## src/rtl/sync_fifo_unit_if.sv

```systemverilog
// Signal bundle between sync_fifo_unit and its controller (push/pop strobes, data, pointers, overrides).
// A push happens at an edge where w_en is high, full is low and no w_ptr override is requested; a pop likewise with r_en/empty/r_ptr override.
interface sync_fifo_unit_if #(
   parameter int DEPTH     = 8,
   parameter int WIDTH     = 8,
   parameter int PTR_WIDTH = $clog2(DEPTH) + 1
);
   logic                 r_en;
   logic [0:WIDTH-1]     dout;
   logic [0:PTR_WIDTH-1] r_ptr;
   logic                 w_en;
   logic [0:WIDTH-1]     din;
   logic [0:PTR_WIDTH-1] w_ptr;
   logic                 full;
   logic                 empty;
   logic                 r_fail;
   logic                 w_fail;
   logic                 change_r_ptr_en;
   logic [0:PTR_WIDTH-1] change_r_ptr_value;
   logic                 change_w_ptr_en;
   logic [0:PTR_WIDTH-1] change_w_ptr_value;

   modport master (
      output r_en, w_en, din,
      output change_r_ptr_en, change_r_ptr_value, change_w_ptr_en, change_w_ptr_value,
      input  dout, r_ptr, w_ptr, full, empty, r_fail, w_fail
   );

   modport slave (
      input  r_en, w_en, din,
      input  change_r_ptr_en, change_r_ptr_value, change_w_ptr_en, change_w_ptr_value,
      output dout, r_ptr, w_ptr, full, empty, r_fail, w_fail
   );
endinterface

```

## src/rtl/sync_fifo_unit.sv

```systemverilog
// Single-clock first-word-fall-through FIFO with exposed wrap-bit pointers and
// direct pointer reload, used for rollback of reorder/issue queues on flush.
module sync_fifo_unit #(
   parameter int DEPTH      = 8,
   parameter int WIDTH      = 8,
   parameter int PTR_WIDTH  = $clog2(DEPTH) + 1,
   parameter int RESET_MODE = 0
) (
   input logic             clk,
   input logic             reset,
   sync_fifo_unit_if.slave bus
);
   localparam int IDX_W = PTR_WIDTH - 1;

   logic [0:PTR_WIDTH-1] r_rd_ptr;
   logic [0:PTR_WIDTH-1] r_wr_ptr;
   logic [0:WIDTH-1]     r_mem [0:DEPTH-1];

   logic [0:IDX_W-1] w_rd_idx;
   logic [0:IDX_W-1] w_wr_idx;
   logic             w_full;
   logic             w_empty;
   logic             w_push;
   logic             w_pop;

   // Bit 0 of each pointer is the wrap bit; the remaining bits index storage.
   assign w_rd_idx = r_rd_ptr[1:PTR_WIDTH-1];
   assign w_wr_idx = r_wr_ptr[1:PTR_WIDTH-1];
   assign w_empty  = (r_rd_ptr == r_wr_ptr);
   assign w_full   = (r_rd_ptr[0] != r_wr_ptr[0]) && (w_rd_idx == w_wr_idx);

   // An override owns its pointer for the cycle, suppressing the access it shadows.
   assign w_push = bus.w_en && !w_full  && !bus.change_w_ptr_en;
   assign w_pop  = bus.r_en && !w_empty && !bus.change_r_ptr_en;

   always_ff @(posedge clk or negedge reset) begin
      if (!reset) begin
         r_wr_ptr <= '0;
      end else if (bus.change_w_ptr_en) begin
         r_wr_ptr <= bus.change_w_ptr_value;
      end else if (w_push) begin
         r_wr_ptr <= r_wr_ptr + PTR_WIDTH'(1);
      end
   end

   always_ff @(posedge clk or negedge reset) begin
      if (!reset) begin
         r_rd_ptr <= '0;
      end else if (bus.change_r_ptr_en) begin
         r_rd_ptr <= bus.change_r_ptr_value;
      end else if (w_pop) begin
         r_rd_ptr <= r_rd_ptr + PTR_WIDTH'(1);
      end
   end

   generate
      if (RESET_MODE != 0) begin : g_mem_clear
         always_ff @(posedge clk or negedge reset) begin
            if (!reset) begin
               for (int i = 0; i < DEPTH; i++) begin
                  r_mem[i] <= '0;
               end
            end else if (w_push) begin
               r_mem[w_wr_idx] <= bus.din;
            end
         end
      end else begin : g_mem_keep
         always_ff @(posedge clk) begin
            if (w_push) begin
               r_mem[w_wr_idx] <= bus.din;
            end
         end
      end
   endgenerate

   assign bus.dout   = r_mem[w_rd_idx];
   assign bus.r_ptr  = r_rd_ptr;
   assign bus.w_ptr  = r_wr_ptr;
   assign bus.full   = w_full;
   assign bus.empty  = w_empty;
   assign bus.r_fail = bus.r_en && w_empty;
   assign bus.w_fail = bus.w_en && w_full;
endmodule

```

## src/flat_wrapper.sv

```systemverilog
// flat-port wrapper written by rule: the top's interface ports become plain ports
module sync_fifo_unit_flat 
#(
   parameter int DEPTH      = 8,
   parameter int WIDTH      = 8,
   parameter int PTR_WIDTH  = $clog2(DEPTH) + 1,
   parameter int RESET_MODE = 0
)
  (clk, reset, bus_r_en, bus_w_en, bus_din, bus_change_r_ptr_en, bus_change_r_ptr_value, bus_change_w_ptr_en, bus_change_w_ptr_value, bus_dout, bus_r_ptr, bus_w_ptr, bus_full, bus_empty, bus_r_fail, bus_w_fail);
  sync_fifo_unit_if #(.DEPTH(DEPTH), .WIDTH(WIDTH), .PTR_WIDTH(PTR_WIDTH)) bus_i ();
  input logic clk;
  input logic reset;
  input wire logic [$bits(bus_i.r_en)-1:0] bus_r_en;
  input wire logic [$bits(bus_i.w_en)-1:0] bus_w_en;
  input wire logic [$bits(bus_i.din)-1:0] bus_din;
  input wire logic [$bits(bus_i.change_r_ptr_en)-1:0] bus_change_r_ptr_en;
  input wire logic [$bits(bus_i.change_r_ptr_value)-1:0] bus_change_r_ptr_value;
  input wire logic [$bits(bus_i.change_w_ptr_en)-1:0] bus_change_w_ptr_en;
  input wire logic [$bits(bus_i.change_w_ptr_value)-1:0] bus_change_w_ptr_value;
  output wire logic [$bits(bus_i.dout)-1:0] bus_dout;
  output wire logic [$bits(bus_i.r_ptr)-1:0] bus_r_ptr;
  output wire logic [$bits(bus_i.w_ptr)-1:0] bus_w_ptr;
  output wire logic [$bits(bus_i.full)-1:0] bus_full;
  output wire logic [$bits(bus_i.empty)-1:0] bus_empty;
  output wire logic [$bits(bus_i.r_fail)-1:0] bus_r_fail;
  output wire logic [$bits(bus_i.w_fail)-1:0] bus_w_fail;
  assign bus_i.r_en = bus_r_en;
  assign bus_i.w_en = bus_w_en;
  assign bus_i.din = bus_din;
  assign bus_i.change_r_ptr_en = bus_change_r_ptr_en;
  assign bus_i.change_r_ptr_value = bus_change_r_ptr_value;
  assign bus_i.change_w_ptr_en = bus_change_w_ptr_en;
  assign bus_i.change_w_ptr_value = bus_change_w_ptr_value;
  assign bus_dout = bus_i.dout;
  assign bus_r_ptr = bus_i.r_ptr;
  assign bus_w_ptr = bus_i.w_ptr;
  assign bus_full = bus_i.full;
  assign bus_empty = bus_i.empty;
  assign bus_r_fail = bus_i.r_fail;
  assign bus_w_fail = bus_i.w_fail;
  sync_fifo_unit #(.DEPTH(DEPTH), .WIDTH(WIDTH), .PTR_WIDTH(PTR_WIDTH), .RESET_MODE(RESET_MODE)) u_core (.clk(clk), .reset(reset), .bus(bus_i));
endmodule
```

## config.mk

```make
export PLATFORM = sky130hd
export DESIGN_NAME = sync_fifo_unit_flat
export DESIGN_NICKNAME = d
export VERILOG_FILES = /design/src/rtl/sync_fifo_unit_if.sv /design/src/rtl/sync_fifo_unit.sv /design/src/flat_wrapper.sv
export SDC_FILE = /design/constraint.sdc
export NUM_CORES = 1
export LEC_CHECK = 0
export ABC_AREA = 1
export CAP_MARGIN = 10
export CORE_MARGIN = 2
export CORE_UTILIZATION = 40
export CTS_CLUSTER_DIAMETER = 100
export CTS_CLUSTER_SIZE = 16
export DETAILED_ROUTE_END_ITERATION = 10
export GPL_TIMING_DRIVEN = 0
export PLACE_DENSITY = 0.7
export SYNTH_ARGS = -nofsm -noshare
export SYNTH_HDL_FRONTEND = slang
export SYNTH_SLANG_ARGS = --single-unit
```

## constraint.sdc

```tcl
create_clock -name clk -period 2.2 [get_ports clk]
set_clock_uncertainty 0.15 [all_clocks]
set_input_delay 0.55 -clock clk [delete_from_list [all_inputs] [get_ports clk]]
set_output_delay 0.55 -clock clk [all_outputs]
set_load 0.01 [all_outputs]
```

# --- Yosys cells after proc, flatten, opt, wreduce, memory -nomap -nowiden ---
# Memory sizes are Yosys's and may differ from the RTL's.
# Cells that the tools add are included.
totals:
  n_memories: 1
  input_bits: 22
  mem_bits_rw: 64
  ff_bits: 8
  elab_cells: 27
  output_inout_bits: 20
memory_table:
  columns: ["name", "words", "word_bits", "read_ports", "rd_clocked_by_memory_dff", "wr", "line_no", "text"]
  rows:
  - ["u_core.r_mem", 8, 8, 1, 0, 1, "sync_fifo_unit.sv:17", "logic [0:WIDTH-1] r_mem [0:DEPTH-1];"]
classes:
  mux: 6
  addsub: 2
  eq_ne: 3
  reduce_logical: 13
ops:
  columns: ["operator", "n"]
  rows:
  - ["2-to-1 mux 4 bit", 4]
  - ["adder 4 x 1 -> 4 bit, second input constant", 2]
  - ["logical AND 1 bit", 7]
  - ["equality test 4 bit", 1]
  - ["logical NOT 1 bit", 4]
  - ["nonzero test 2 bit", 2]
  - ["equality test 3 bit", 1]
  - ["2-to-1 mux 1 bit", 2]
  - ["!= test 1 bit", 1]

# --- Longest topological paths before layout ---
depth:
  depth_word: 7
  ltp_mapped: 10
  mapped_depth_nobuf: 9

# --- Worst setup path after synthesis ---
# Ideal clock, no wire load.
synth_timing:
  kind: "register -> register"
  from: "reg u_core.r_rd_ptr, in the netlist u_core.bus.r_ptr[3]"
  to: "mem u_core.r_mem[1][0] (netlist name), enable pin"
  path_stages_with_launch: 9
  t_arrival_ns: 1.458
  path_slack_ns: 0.222
  required_time_ns: 1.680
  path_buffers: 1
  synth_period_minus_slack_ns: 1.978
  setup_ns: 0.370
  cell_sequence: "dfrtp_1 -> buf_4 -> inv_2 -> nand2_1 -> nand2_1 -> inv_2 -> nand4_4 -> nand4_2 -> nor2_1"
synth_between:
  elab_chain_cells: 7
synth_lines:
  columns: ["element", "line_no", "text"]
  rows:
  - ["from (decl)", "sync_fifo_unit.sv:15", "logic [0:PTR_WIDTH-1] r_rd_ptr;"]
  - ["from (signal assigned)", "sync_fifo_unit.sv:50", "r_rd_ptr <= bus.change_r_ptr_value;"]
  - ["from (signal assigned)", "sync_fifo_unit.sv:52", "r_rd_ptr <= r_rd_ptr + PTR_WIDTH'(1);"]
  - ["equality test 3 bit", "sync_fifo_unit.sv:30", "assign w_full = (r_rd_ptr[0] != r_wr_ptr[0]) && (w_rd_idx == w_wr_idx);"]
  - ["logical AND 1 bit", "sync_fifo_unit.sv:30", null]
  - ["logical NOT 1 bit", "sync_fifo_unit.sv:33", "assign w_push = bus.w_en && !w_full && !bus.change_w_ptr_en;"]
  - ["logical AND 1 bit (2 in series)", "sync_fifo_unit.sv:33", null]
  - ["2-to-1 mux 1 bit", "sync_fifo_unit.sv:69", "if (w_push) begin"]
  - ["2-to-1 mux 1 bit (implied by the code)", "sync_fifo_unit.sv:70", "r_mem[w_wr_idx] <= bus.din;"]
  - ["to (decl)", "sync_fifo_unit.sv:17", null]
# Every way passes these cells.

# --- Worst setup path after layout ---
layout_timing:
  from: "reg u_core.r_rd_ptr, in the netlist u_core.bus.r_ptr[3]"
  to: "out bus_dout[1]"
layout_between:
  elab_chain_cells: 1
layout_lines:
  columns: ["element", "line_no", "text"]
  rows:
  - ["memory (8 x 8 bit)", null, null]
  - ["to (decl)", "flat_wrapper.sv:20", "output wire logic [$bits(bus_i.dout)-1:0] bus_dout;"]
# Every way passes these cells.

==> out/metrics.csv <==
metric;value;unit
ctsHoldBuffers;0;
io_pins;42;
grt_pass1_wl;11900;um
wl_per_cell;16.57;um
synth_top_cell_area_share;60.57;%
comb_power_share;34.1;%
async_flop_share;11.11;%
dieArea;8661;um^2
ys_ff_latch;72;
critPathLaunchType;register;
nFillCells;639;
setup_viol;12;
synth-edff-count;64;
syn_avg_cell_area;10.76;um^2
grt_start_max_net_pins;12;
antenna_found_initial;0;
switching_share;32.24;%
ir_worst_vdd;384.3;uV
max_slew_margin;73.68;%
viasPerCell;5.218;
drcViolationCount;0;
ys.flop_type;edfxtp_1;
clk_pin_slew_worst_paths;0.07;ns
cts_buffers;9;
timing.final.ws_setup;-0.2207;ns
ff2ff_path_depth;8;
hold_viol_final;0;
cp_top_family;flip-flops;
core;7687;um^2
end_kind;output pin;
tightestPinTransition;0.3936;ns
gr-usage-all-layers;17.93;%
pwr-share-seq;41.5;%
syn_area;3173;um^2
arrival;1.72;ns
postLayoutCellArea;4288;um^2
syn-num-nets;319;
maxCapViolCount;0;
placed_cell_area;3711;um^2
switchingPower;0.001270;W
synth_top_area_cell;edfxtp_1;
clockPowerShare;24.5;%
ys_seq_area_share;66.88;%
cpMostUsedCell;nand2_1;
final_util;55.78;%
overflow;0;
violations;setup timing;
vias;2442;
hold_path.class;in2async;
clock.fmax;413.1;MHz
dr.pass1.iters;4;
die_x;93.07;um
crit_fanout;4;
synthCells;295;
worstPathRequired;1.50;ns
cp_num_buf_inv;3;
cts_sinks;72;
cts_tree;built;
p_leak;1.655;nW
htreeDepth;3;
area_growth;35.13;%
synth_common_cells;nand2_1 (74), edfxtp_1 (64), nor2_1 (43);
ant_nets;0;
max_stage_delay;0.45;ns
tns;-1.534;ns
cp_cell_sequence;clkbuf_16 -> buf_4 -> o21ai_0 -> o22ai_2 -> nand2_1 -> nand2_1 -> buf_2;
internal_power;0.002670;W
fin_crit;2.421;ns
hold_ws;0.3451;ns
fin_crit_sh;110.0;%
io_buffer_count;41;
yosysUniqueCellTypes;23;
p_per_area;919.0;nW/um^2
wirelength;7754;um
die_h;93.07;um
finalNetCount;385;
initial_core_util;41.28;%
drt_iter0_markers;185;
root_buffer;clkbuf_8;
grt_pass1_vias;2358;
rows;32;
cts_max_path_buffers;2;
yosys-top-cells-area;edfxtp_1 (61%), nand2_1 (8.8%), dfrtp_1 (6.3%);
outcome;complete, but fails checks;
maxSlewViolCount;0;
antennaDiodeCount;0;
yosysWarnings;0;
criticalPathCategory;reg2out;
crit_cells;7;
rsz0062_at_grt;true;
drive_above_1_share;28.14;%
yosysMostFrequentCell;nand2_1;
gp_congestion;0.8356;
hpwl;4741;um
slowest_stage;dfrtp_2;
clk_latency;0.34;ns
worst paths after layout:
kind                                      from  slack, ns                  end
setup / recovery           u_core.bus.r_ptr[3]      -0.22          bus_dout[1]
hold / removal                           reset       0.35  u_core.bus.r_ptr[2]
setup reg to reg           u_core.bus.r_ptr[3]       0.09   u_core.r_mem[3][7]
hold reg to reg            u_core.bus.w_ptr[0]       0.46  u_core.bus.w_ptr[0]
max in group asynchronous                reset       1.25  u_core.bus.w_ptr[3]
min in group clk           u_core.bus.w_ptr[0]       0.46  u_core.bus.w_ptr[0]
layout make-up:
cell class	count	area [um^2]	share of cell area (%)
clock buffer	10	127.6	2.976
tap	102	127.6	2.976
sequential	72	2127	49.61
timing repair buffer	55	525.5	12.26
clock inverter	6	50.05	1.167
inverter	15	75.07	1.751
multi-input combinational	196	1101	25.68
buffer	12	153.9	3.589
layout by cell type, fill, tap and decap left out, drive strengths merged:
master,netlist,routed
clkinv,1,6
nand2,79,79
edfxtp,64,64
xnor2,1,1
inv,14,14
ha,2,2
buf,7,32
xor2,1,1
clkdlybuf4s50,0,29
nand3,11,11
o21ai,37,37
dfrtp,8,8
clkbuf,5,16
bufinv,0,1
nand4,4,4
o22ai,16,16
nor2,43,43
or2,1,1
a21oi,1,1
metrics by stage:
stage                     total power (W)  std cells  setup WS (ns)
final                            0.003941        468        -0.2207
after global routing             0.004121        468        -0.2689
after CTS                        0.003845        467        -0.1667
after detailed placement         0.002693        438        -0.5730
after global placement           0.002670        438        -0.5521
after floorplan                  0.002238        295         0.2218
power groups by stage:
stage	Clock, W	Combinational (W)	Sequential (W)
final	0.000964	0.00134	0.00163
after CTS	0.000966	0.00125	0.00163
after global routing	0.00103	0.00145	0.00164
after global placement	0	0.00102	0.00165
after detailed placement	0	0.00104	0.00165
after floorplan	0	0.000585	0.00165
cells by family after synthesis:
kind of cell | after synthesis | share of synthesized area (%)
flip-flops | 72 | 66.88
AND/OR/NAND/NOR | 138 | 18.89
adder cells (fa/ha/maj) | 2 | 0.7885
buffers and inverters | 27 | 3.627
XOR/XNOR | 2 | 0.5522
AO/OA/AOI/OAI | 54 | 9.267
registers in the layout (all words and copies together) (netlist names):
register / cells
u_core.bus.w_ptr: 4
u_core.r_mem: 64
u_core.bus.r_ptr: 4
metal layers:
metal | global-route usage (%) | vias up | part of all wire (%)
li1 | - | 1158 | -
met1 | 23.45 | 1193 | 40
met2 | 29.47 | 78 | 52
met3 | 3.868 | 13 | 6.5
met4 | 6.740 | 0 | 1.6
met5 | 0 | - | 0
repair_timing:
| action | 4_1_cts | 5_1_grt |
|---|---|---|
| pin swaps | 24 | 15 |
| gates resized for setup | 129 | 28 |
| setup buffers | 10 | 0 |
| setup endpoints to repair | 76 | 76 |
| cloned | 3 | 2 |
No activity file was read; power rests on OpenSTA's default activity.
